### src/rtl/mul_hilo_ctrl_if.sv
// Request channel from EX into the HI/LO issue/writeback controller.
// The master drives an operation and its operands; the slave answers with ready.
interface mul_hilo_ctrl_if;
  logic        req_valid;
  logic        req_ready;
  logic [2:0]  req_op;
  logic [31:0] req_src1;
  logic [31:0] req_src2;

  modport master (output req_valid, req_op, req_src1, req_src2, input req_ready);
  modport slave  (input req_valid, req_op, req_src1, req_src2, output req_ready);
endinterface

### src/rtl/mul_hilo_ctrl.sv
// HI/LO issue and writeback controller for the pipelined 32x32 multiplier.
// Define MUL_ACC_EN to make ops 1xx accumulate/subtract; otherwise they are accepted as no-ops.
module mul_hilo_ctrl #(
  parameter int unsigned MUL_LAT = 1
) (
  input  logic                   mul_clk,
  input  logic                   reset,
  mul_hilo_ctrl_if.slave         req,
  input  logic                   flush,
  output logic [31:0]            mul_x,
  output logic [31:0]            mul_y,
  output logic                   mul_signed,
  input  logic [63:0]            mul_result,
  output logic [31:0]            hi,
  output logic [31:0]            lo,
  output logic                   hilo_busy
);

  localparam logic [1:0] S_IDLE = 2'd0;
  localparam logic [1:0] S_CALC = 2'd1;
  localparam logic [1:0] S_WB   = 2'd2;

  localparam logic [2:0] OP_MULT  = 3'b000;
  localparam logic [2:0] OP_MULTU = 3'b001;
  localparam logic [2:0] OP_MTHI  = 3'b010;
  localparam logic [2:0] OP_MTLO  = 3'b011;

  localparam logic [2:0] CNT_INIT = 3'(MUL_LAT - 1);

  logic [1:0]  state_q, state_d;
  logic [2:0]  cnt_q, cnt_d;
  logic [31:0] x_q, x_d, y_q, y_d;
  logic        sgn_q, sgn_d;
  logic [31:0] hi_q, hi_d, lo_q, lo_d;
  logic        accept;
  logic [63:0] wb_value;

`ifdef MUL_ACC_EN
  // op_q = {accumulate, subtract}; MULT/MULTU latch 2'b00 and write the raw product.
  logic [1:0]  op_q, op_d;
  logic [63:0] hilo_cur;

  always_comb begin
    hilo_cur = {hi_q, lo_q};
    wb_value = mul_result;
    if (op_q[1]) wb_value = op_q[0] ? (hilo_cur - mul_result) : (hilo_cur + mul_result);
  end
`else
  assign wb_value = mul_result;
`endif

  assign req.req_ready = (state_q == S_IDLE) && !reset;
  assign accept        = req.req_valid && req.req_ready && !flush;

  always_comb begin
    // NOTE: every variable gets its hold value first so no path through the case infers a latch.
    state_d = state_q;
    cnt_d   = cnt_q;
    x_d     = x_q;
    y_d     = y_q;
    sgn_d   = sgn_q;
    hi_d    = hi_q;
    lo_d    = lo_q;
`ifdef MUL_ACC_EN
    op_d    = op_q;
`endif
    case (state_q)
      S_IDLE: begin
        if (accept) begin
          case (req.req_op)
            OP_MTHI: hi_d = req.req_src1;
            OP_MTLO: lo_d = req.req_src1;
            OP_MULT, OP_MULTU: begin
              x_d     = req.req_src1;
              y_d     = req.req_src2;
              sgn_d   = ~req.req_op[0];
              cnt_d   = CNT_INIT;
              state_d = S_CALC;
`ifdef MUL_ACC_EN
              op_d    = 2'b00;
`endif
            end
            default: begin
`ifdef MUL_ACC_EN
              x_d     = req.req_src1;
              y_d     = req.req_src2;
              sgn_d   = ~req.req_op[0];
              cnt_d   = CNT_INIT;
              state_d = S_CALC;
              op_d    = {1'b1, req.req_op[1]};
`endif
            end
          endcase
        end
      end
      S_CALC: begin
        if (flush)              state_d = S_IDLE;
        else if (cnt_q == 3'd0) state_d = S_WB;
        else                    cnt_d   = cnt_q - 3'd1;
      end
      S_WB: begin
        // A flush landing in the writeback cycle still cancels the write.
        state_d = S_IDLE;
        if (!flush) {hi_d, lo_d} = wb_value;
      end
      default: state_d = S_IDLE;
    endcase
  end

  // NOTE: reset is synchronous here, so it lives inside the clocked block and not in the sensitivity list.
  always_ff @(posedge mul_clk) begin
    if (reset) begin
      // NOTE: sequential state is updated with <= so every flop samples pre-edge values.
      state_q <= S_IDLE;
      cnt_q   <= 3'd0;
      x_q     <= 32'd0;
      y_q     <= 32'd0;
      sgn_q   <= 1'b0;
      hi_q    <= 32'd0;
      lo_q    <= 32'd0;
`ifdef MUL_ACC_EN
      op_q    <= 2'b00;
`endif
    end else begin
      state_q <= state_d;
      cnt_q   <= cnt_d;
      x_q     <= x_d;
      y_q     <= y_d;
      sgn_q   <= sgn_d;
      hi_q    <= hi_d;
      lo_q    <= lo_d;
`ifdef MUL_ACC_EN
      op_q    <= op_d;
`endif
    end
  end

  assign mul_x      = x_q;
  assign mul_y      = y_q;
  assign mul_signed = sgn_q;
  assign hi         = hi_q;
  assign lo         = lo_q;
  assign hilo_busy  = (state_q != S_IDLE);

endmodule

### src/flat_wrapper.sv
// flat-port wrapper written by rule: the top's interface ports become plain ports
module mul_hilo_ctrl_flat 
#(
  parameter int unsigned MUL_LAT = 1
)
  (mul_clk, reset, flush, mul_x, mul_y, mul_signed, mul_result, hi, lo, hilo_busy, req_req_valid, req_req_op, req_req_src1, req_req_src2, req_req_ready);
  mul_hilo_ctrl_if req_i ();
  input  logic mul_clk;
  input  logic reset;
  input  logic flush;
  output logic [31:0] mul_x;
  output logic [31:0] mul_y;
  output logic mul_signed;
  input  logic [63:0] mul_result;
  output logic [31:0] hi;
  output logic [31:0] lo;
  output logic hilo_busy;
  input wire logic [$bits(req_i.req_valid)-1:0] req_req_valid;
  input wire logic [$bits(req_i.req_op)-1:0] req_req_op;
  input wire logic [$bits(req_i.req_src1)-1:0] req_req_src1;
  input wire logic [$bits(req_i.req_src2)-1:0] req_req_src2;
  output wire logic [$bits(req_i.req_ready)-1:0] req_req_ready;
  assign req_i.req_valid = req_req_valid;
  assign req_i.req_op = req_req_op;
  assign req_i.req_src1 = req_req_src1;
  assign req_i.req_src2 = req_req_src2;
  assign req_req_ready = req_i.req_ready;
  mul_hilo_ctrl #(.MUL_LAT(MUL_LAT)) u_core (.mul_clk(mul_clk), .reset(reset), .req(req_i), .flush(flush), .mul_x(mul_x), .mul_y(mul_y), .mul_signed(mul_signed), .mul_result(mul_result), .hi(hi), .lo(lo), .hilo_busy(hilo_busy));
endmodule
### config.mk
export PLATFORM = sky130hd
export DESIGN_NAME = mul_hilo_ctrl_flat
export DESIGN_NICKNAME = d
export VERILOG_FILES = /design/src/rtl/mul_hilo_ctrl_if.sv /design/src/rtl/mul_hilo_ctrl.sv /design/src/flat_wrapper.sv
export SDC_FILE = /design/constraint.sdc
export NUM_CORES = 1
export LEC_CHECK = 0
export ABC_AREA = 1
export ABC_CLOCK_PERIOD_IN_PS = 3150
export BUFFER_PORTS_ARGS = -buffer_cell sky130_fd_sc_hd__buf_2
export CAP_MARGIN = 20
export CORE_MARGIN = 10
export CORE_UTILIZATION = 50
export DETAILED_ROUTE_END_ITERATION = 10
export PLACE_DENSITY = 0.95
export REMOVE_ABC_BUFFERS = 1
export SYNTH_ARGS = -nofsm -noshare
export SYNTH_HDL_FRONTEND = slang
export SYNTH_SLANG_ARGS = --single-unit
### constraint.sdc
create_clock -name mul_clk -period 3.15 [get_ports mul_clk]
set_input_delay 0.7875 -clock mul_clk [delete_from_list [all_inputs] [get_ports mul_clk]]
set_output_delay 0.7875 -clock mul_clk [all_outputs]
set_load 0.03 [all_outputs]
==> results of run 1 <==
[worst max path at each step]
stage,from,to,cells past startpoint
floorplan,reset,u_core.cnt_q[0],6
finish,u_core.state_q[1],req_req_ready,4
detailed placement,flush,u_core.mul_y[20],8
global route,u_core.state_q[1],req_req_ready,4
global placement,u_core.state_q[0],u_core.hi[23],8
CTS,u_core.state_q[1],req_req_ready,4
[layout make-up]
| class | instances | area [µm²] |
|---|---|---|
| clock buffers | 19 | 433 |
| clock inverters | 13 | 134 |
| fillers | 946 | 3650 |
| inverters | 77 | 290 |
| multi-input cells | 652 | 2670 |
| flip-flops and latches | 134 | 2680 |
| well taps | 143 | 179 |
| repair buffers | 277 | 1430 |
[sequential cells by signal, indices dropped and copies added, names as in the netlist]
signal and flops:
u_core.mul_x 32, u_core.state_q 2, u_core.lo 32, u_core.mul_y 32
u_core.cnt_q 3, u_core.hi 32, u_core.mul_signed 1
[logic make-up after synthesis]
kind of cell,Yosys count,synth area share (%)
buffers and inverters,134,9.42
AND/OR/NAND/NOR,584,39.1
adder cells (fa/ha/maj),2,0.424
flip-flops,134,45.5
AO/OA/AOI/OAI,66,5.60
[layer usage]
metal | vias to the layer above | wire length (µm)
li1 | 3279 | -
met1 | 2862 | 7560
met2 | 338 | 9390
met3 | 38 | 2290
met4 | 0 | 461
met5 | - | 0
[power by group]
group,internal (mW),switching (mW),leakage (nW)
Clock,1.16,0.735,0.261
Combinational,0.130,0.226,3.04
Sequential,1.73,0.0160,1.08
[worst min-delay path, stage by stage (launching register included)]
cell,delay (ps)
dfxtp_1,320
nor2_1,40
nor2_1,80
[placed cells by master (no fill, tap or decap)]
cell type   count
nand3_2         2
nand3_1        69
nor2_1        270
nand4_1         2
nor2_4          1
bufinv_16       2
clkbuf_1        2
a21oi_1         1
o21ai_0        64
dfxtp_1       133
clkinvlp_4      6
buf_12          1
buf_4          11
inv_1          74
clkbuf_16      17
buf_2         265
nor2_2          1
nor4_1          1
clkinv_1        1
dfxtp_2         1
nand2_1       237
clkinv_2        5
inv_2           1
o21ai_1         1
clkinv_4        1
ha_1            2
or2_2           1
[metrics by stage]
stage / util [%] / TNS (ps) / power, mW
CTS: 68.2 / 0 / 4.02
global route: 68.2 / 0 / 4.15
global placement: 63.2 / 0 / 2.12
finish: 68.2 / 0 / 3.99
detailed placement: 63.2 / 0 / 2.13
floorplan: - / -58040 / 1.97
==> flow_summary.json, run 1 <==
{
  "die_w_um": 129,
  "wl_per_cell_um": 15.0,
  "cts_setup_buffers": 0,
  "timing.critical_path.buf_inv": 2,
  "ff2ff_setup_slack_ps": 1000,
  "grt_max_degree": 82,
  "stdcell_count": 1315,
  "coreArea_um2": 11500,
  "synth_area_um2": 5900,
  "grt_pass1_vias": 6270,
  "r2r_end": "u_core.hi[3]",
  "crit_family": "flip-flops",
  "grt.total_usage_pct": 22.7,
  "cts_buffers": 17,
  "min_to": "u_core.mul_y[26]",
  "vdd_drop_max_v": 0.000433,
  "cts.sinks": 134,
  "synthMostInstantiatedCell": "nor2_1",
  "top_usage_layer": "met2",
  "grt_pass1_wl_um": 30600,
  "slew_viol_final": 0,
  "yosys_most_used_dff": "dfxtp_1",
  "met3_usage_pct": 9.28,
  "routed_wl_um": 19700,
  "postPlaceCellArea_um2": 7250,
  "cp-start-kind": "register",
  "synth_top_area_share_pct": 45.5,
  "final_net_count": 1296,
  "worstPathRequired_ps": 2360,
  "dp_hpwl_um": 13900,
  "htreeDepth": 4,
  "use_met1_pct": 25.5,
  "clk_pin_slew_worst_paths_ps": 60,
  "die_area_um2": 16500,
  "synth_warnings": 0,
  "synth-seq-cells": 134,
  "fin_crit_ps": 2300,
  "dp.cells": 1283,
  "ys_types": 21,
  "fp.dieH_um": 129,
  "yosysTopAreaCell": "dfxtp_1",
  "skew_ps": 9.30,
  "cts-resized-gates": 0,
  "rows": 39,
  "worstHoldStart": "u_core.mul_y[26]",
  "regToRegStartpoint": "u_core.state_q[0]",
  "ys_top_cells_by_count": "nor2_1 (270), nand2_1 (237), dfxtp_1 (134), inv_1 (75), nand3_1 (69)",
  "routabilityCongestion": 0.848,
  "finalSetupViolCount": 0,
  "holdWs_ps": 473,
  "r2r_cells": 8,
  "max_clock_freq_mhz": 435,
  "layout-drive-gt1-share_pct": 26.9,
  "insertion_delay_ps": 410,
  "synthArstFlopShare_pct": 0,
  "cp-end-kind": "primary output",
  "drcViolationCount": 0,
  "synth_edf_count": 0,
  "status": "finished, final reports clean",
  "worstSetupPathType": "reg2out",
  "max_stage_delay_ps": 650,
  "p_leak_nw": 4.38,
  "post-route-period-util_pct": 72.9,
  "synth.area.top_cells": "dfxtp_1 (45%), nor2_1 (17%), nand2_1 (15%)",
  "worst_slack_ps": 853,
  "synthCells": 920,
  "rsz0062_at_grt": "false",
  "critical_path.cell_chain": "nor2_2 > inv_1 > nor2_1 > buf_2",
  "syn_avg_cell_area_um2": 6.41,
  "ys_seq_area_share_pct": 45.5,
  "cts_tree": "done",
  "worst_pin_slew_ps": 742,
  "holdBufCountCts": 0,
  "hold_class": "reg2reg",
  "post-place-ws_ps": 1010,
  "cp_max_fo": 26,
  "drt_pass1_iterations": 5,
  "maxSlewHeadroom_pct": 50.5,
  "final_area_um2": 7820,
  "holdPathStages": 2,
  "cts_max_path_buffers": 2,
  "drv_cap": 0,
  "drtAntennaViolNets": 0,
  "power_density_nw_per_um2": 511,
  "cp.arrival_ps": 1510,
  "detail_route.iter0.violations": 512,
  "diodes": 0,
  "via_per_inst": 4.96,
  "antenna_found_initial": 0,
  "start_util_pct": 51.4,
  "cts-root-buf": "clkbuf_16",
  "io_buffer_count": 265,
  "syn_to_final_growth_pct": 32.5,
  "vias": 6517,
  "io_pins": 266,
  "final_hold_viol_count": 0,
  "crit_slowest_cell": "dfxtp_2",
  "overflow": 0,
  "use_met2_pct": 37.6
}
(Power assumes the default switching activity.)
==> run 2: changes to the inputs <==
Settings changed: ABC_CLOCK_PERIOD_IN_PS 3150 to 2150, CORE_UTILIZATION 50 to 47, PLACE_DENSITY 0.95 to 0.91.
Clock period 3.15 ns to 2.15 ns, I/O delays scaled along.
==> flow_summary.json, run 2 (synthesis results as in run 1) <==
{
  "routed_wl_um": 19800,
  "final_cell_mix": "nor2_1 (270), buf_2 (265), nand2_1 (237)",
  "cp-end-kind": "primary output",
  "detail_route.iter0.violations": 387,
  "p_leak_nw": 4.43,
  "die_w_um": 132,
  "vias": 6514,
  "cp.arrival_ps": 1310,
  "final_hold_viol_count": 0,
  "r2r_cells": 8,
  "drt_pass1_iterations": 5,
  "grt_pass1_wl_um": 31500,
  "coreArea_um2": 12200,
  "worst_slack_ps": 301,
  "syn_to_final_growth_pct": 34.3,
  "drv_cap": 0,
  "layout-drive-gt1-share_pct": 27.0,
  "startpoint": "u_core.state_q[1]",
  "via_per_inst": 4.85,
  "io_buffer_count": 265,
  "io_pins": 266,
  "cts_buffers": 17,
  "worstPathRequired_ps": 1610,
  "overflow": 0,
  "hold_class": "in2reg",
  "cts_tree": "done",
  "max_clock_freq_mhz": 541,
  "vdd_drop_max_v": 0.000628,
  "slew_viol_final": 0,
  "final_net_count": 1298,
  "clk_pin_slew_worst_paths_ps": 50,
  "drcViolationCount": 0,
  "finalSetupViolCount": 0,
  "routabilityCongestion": 0.847,
  "post-place-ws_ps": 452,
  "htreeDepth": 4,
  "cts.sinks": 134,
  "drtAntennaViolNets": 0,
  "insertion_delay_ps": 410,
  "post-route-period-util_pct": 86.0,
  "multi_input_area_um2": 2670,
  "post-route-util_pct": 65.1,
  "cp_max_fo": 6,
  "final_common_cell": "nor2_1",
  "dp_hpwl_um": 14100,
  "cts_max_path_buffers": 2,
  "r2r_end": "u_core.hi[0]",
  "status": "finished, final reports clean",
  "cp-start-kind": "register",
  "antenna_found_initial": 0,
  "fin_crit_ps": 1850,
  "worstSetupPathType": "reg2out",
  "grt_max_degree": 132,
  "grt_pass1_vias": 6249,
  "power_density_nw_per_um2": 758,
  "maxSlewHeadroom_pct": 60.2,
  "skew_ps": 7.03,
  "diodes": 0,
  "rsz0062_at_grt": "false",
  "cts_setup_buffers": 0,
  "seq_area_um2": 2680,
  "ff2ff_setup_slack_ps": 480,
  "rows": 40,
  "grt.total_usage_pct": 21.7,
  "fp.dieH_um": 132,
  "holdBufCountCts": 0,
  "start_util_pct": 48.5,
  "wl_per_cell_um": 14.8,
  "cts-root-buf": "clkbuf_16",
  "worstSetupEndpoint": "req_req_ready",
  "cts-resized-gates": 0,
  "holdPathStages": 2,
  "worst_pin_slew_ps": 597,
  "die_area_um2": 17400,
  "regToRegStartpoint": "u_core.state_q[0]",
  "fillerInstances": 1071
}
-- run 2: area by class of cell --
class | instances | share of cell area (%)
Clock buffer | 20 | 5.64
Clock inverter | 12 | 1.94
Inverter | 77 | 3.67
Multi-Input combinational cell | 652 | 33.7
Sequential cell | 134 | 33.9
Tap cell | 168 | 2.65
Timing Repair Buffer | 279 | 18.5
-- run 2: per-layer routing --
layer	vias to the layer above	GRT usage, %	share of wire (%)
met5	-	0	0
met4	0	7.48	2.0
met3	36	7.58	10
met2	284	36.9	48
met1	2909	24.6	39
li1	3285	-	-
-- run 2: worst min-delay path by stage --
stage,startpoint,end,slack (ps)
finish,flush,u_core.state_q[1],330
global placement,u_core.mul_signed,u_core.mul_signed,460
detailed placement,u_core.mul_x[10],u_core.mul_x[10],470
CTS,flush,u_core.state_q[1],310
global route,flush,u_core.state_q[1],320
floorplan,u_core.cnt_q[1],u_core.cnt_q[1],450
-- run 2: worst max-delay path, stage by stage (launching register included) --
cell and delay, ps:
dfxtp_2 350, nor2_2 200, inv_1 70, nor2_1 80, buf_2 200
-- run 2: through the flow --
step           cells  instance area (µm²)  setup TNS, ps  total power, mW  hold WS, ps
3_5_place_dp    1310                 7320              0             3.13          466
5_1_grt         1342                 7920              0             6.21          319
3_3_place_gp    1310                 7320              0             3.12          457
2_1_floorplan    863                 5630        -174390             2.88          454
4_1_cts         1342                 7920              0             6.04          315
6_report        1342                 7920              0             6.01          327
-- run 2: where the power goes --
group          internal, mW  total [mW]  switching, mW
sequential             2.53        2.55         0.0227
clock                  1.85        2.93           1.08
combinational         0.193       0.525          0.333
==> run 3: changes to the inputs <==
Settings changed: CORE_UTILIZATION 47 to 30, PLACE_DENSITY 0.91 to 0.66.
==> flow_summary.json, run 3 (synthesis results as in run 1) <==
{
  "insertion_delay_ps": 410,
  "start_util_pct": 30.4,
  "min_to": "u_core.state_q[1]",
  "grt_max_degree": 72,
  "grt_pass1_vias": 6251,
  "status": "finished, final reports clean",
  "final_cell_mix": "nor2_1 (270), buf_2 (265), nand2_1 (236)",
  "clk_pin_slew_worst_paths_ps": 60,
  "io_pins": 266,
  "die_w_um": 160,
  "fillerInstances": 2091,
  "rows": 51,
  "diodes": 0,
  "cts_buffers": 17,
  "cts_max_path_buffers": 2,
  "post-place-ws_ps": 236,
  "vdd_drop_max_v": 0.000482,
  "total_power_mw": 6.14,
  "max_clock_freq_mhz": 547,
  "worst_slack_ps": 321,
  "drtAntennaViolNets": 0,
  "holdPathStages": 2,
  "cp.arrival_ps": 1290,
  "routabilityCongestion": 0.821,
  "fp.dieH_um": 160,
  "ff2ff_setup_slack_ps": 350,
  "worstPathRequired_ps": 1610,
  "hold_class": "in2reg",
  "cts-resized-gates": 0,
  "wl_per_cell_um": 14.5,
  "drt_pass1_iterations": 4,
  "cts_setup_buffers": 0,
  "cp-end-kind": "primary output",
  "routed_wl_um": 20900,
  "postPlaceCellArea_um2": 7450,
  "vias": 6380,
  "skew_ps": 8.88,
  "coreArea_um2": 19400,
  "final_net_count": 1299,
  "grt.total_usage_pct": 15.7,
  "setup_tns_ps": 0,
  "r2r_end": "u_core.lo[3]",
  "drv_cap": 0,
  "r2r_cells": 7,
  "via_per_inst": 4.43,
  "worstSetupPathType": "reg2out",
  "fin_crit_ps": 1830,
  "syn_to_final_growth_pct": 36.9,
  "dp_hpwl_um": 15000,
  "layout-drive-gt1-share_pct": 27.2,
  "cts_tree": "done",
  "antenna_found_initial": 0,
  "detail_route.iter0.violations": 354,
  "final_hold_viol_count": 0,
  "final_common_cell": "nor2_1",
  "overflow": 0,
  "worstHoldStart": "flush",
  "final_area_um2": 8070,
  "post-route-period-util_pct": 85.1,
  "io_buffer_count": 265,
  "holdBufCountCts": 0,
  "p_leak_nw": 4.45,
  "regToRegStartpoint": "u_core.state_q[1]",
  "cts-root-buf": "clkbuf_16",
  "rsz0062_at_grt": "false",
  "power_density_nw_per_um2": 760,
  "finalSetupViolCount": 0,
  "slew_viol_final": 0,
  "htreeDepth": 4,
  "die_area_um2": 25700,
  "worst_pin_slew_ps": 715,
  "cp_max_fo": 5,
  "maxSlewHeadroom_pct": 52.3,
  "grt_pass1_wl_um": 33100,
  "drcViolationCount": 0,
  "cts.sinks": 134,
  "cp-start-kind": "register"
}
==> run 3: layout make-up <==
class | instances | area, µm² | share of cell area [%]
multi-input cells | 652 | 2670 | 33.1
inverters | 77 | 290 | 3.60
flip-flops and latches | 134 | 2680 | 33.2
repair buffers | 280 | 1480 | 18.3
clock buffers | 20 | 457 | 5.66
clock inverters | 12 | 166 | 2.06
well taps | 265 | 332 | 4.11
==> run 3: how the worst max path moves through the flow <==
stage | start | end | cells past startpoint
after floorplan | u_core.state_q[1] | u_core.hi[0] | 5
after global placement | req_req_op[1] | u_core.mul_x[15] | 7
after detailed placement | req_req_op[1] | u_core.mul_x[30] | 7
after CTS | u_core.state_q[0] | req_req_ready | 4
after global routing | u_core.state_q[0] | req_req_ready | 4
final | u_core.state_q[0] | req_req_ready | 4
==> run 3: per-stage QoR <==
stage          cells  hold slack (ps)  util [%]
4_1_cts         1440              313      41.6
6_report        1440              332      41.6
3_5_place_dp    1408              467      38.4
2_1_floorplan    863              454         -
3_3_place_gp    1408              457      38.4
5_1_grt         1440              309      41.6
==> run 3: power by group <==
part           switching, mW  internal [mW]
combinational          0.332          0.192
sequential            0.0228           2.53
clock                   1.15           1.91
total                   1.50           4.63
==> run 3: layer usage <==
metal  up-vias  global-route usage [%]  part of all wire, %
met2       214                    26.2                   47
met5         -                       0                    0
met3        11                    7.10                  9.3
met1      2869                    18.2                   43
met4         0                    3.59                 0.95
li1       3286                       -                    -
==> run 3: critical path, stage by stage, from the launching register on <==
cell and delay [ps]:
dfxtp_1 350, nor2_2 180, inv_1 70, nor2_1 80, buf_2 200
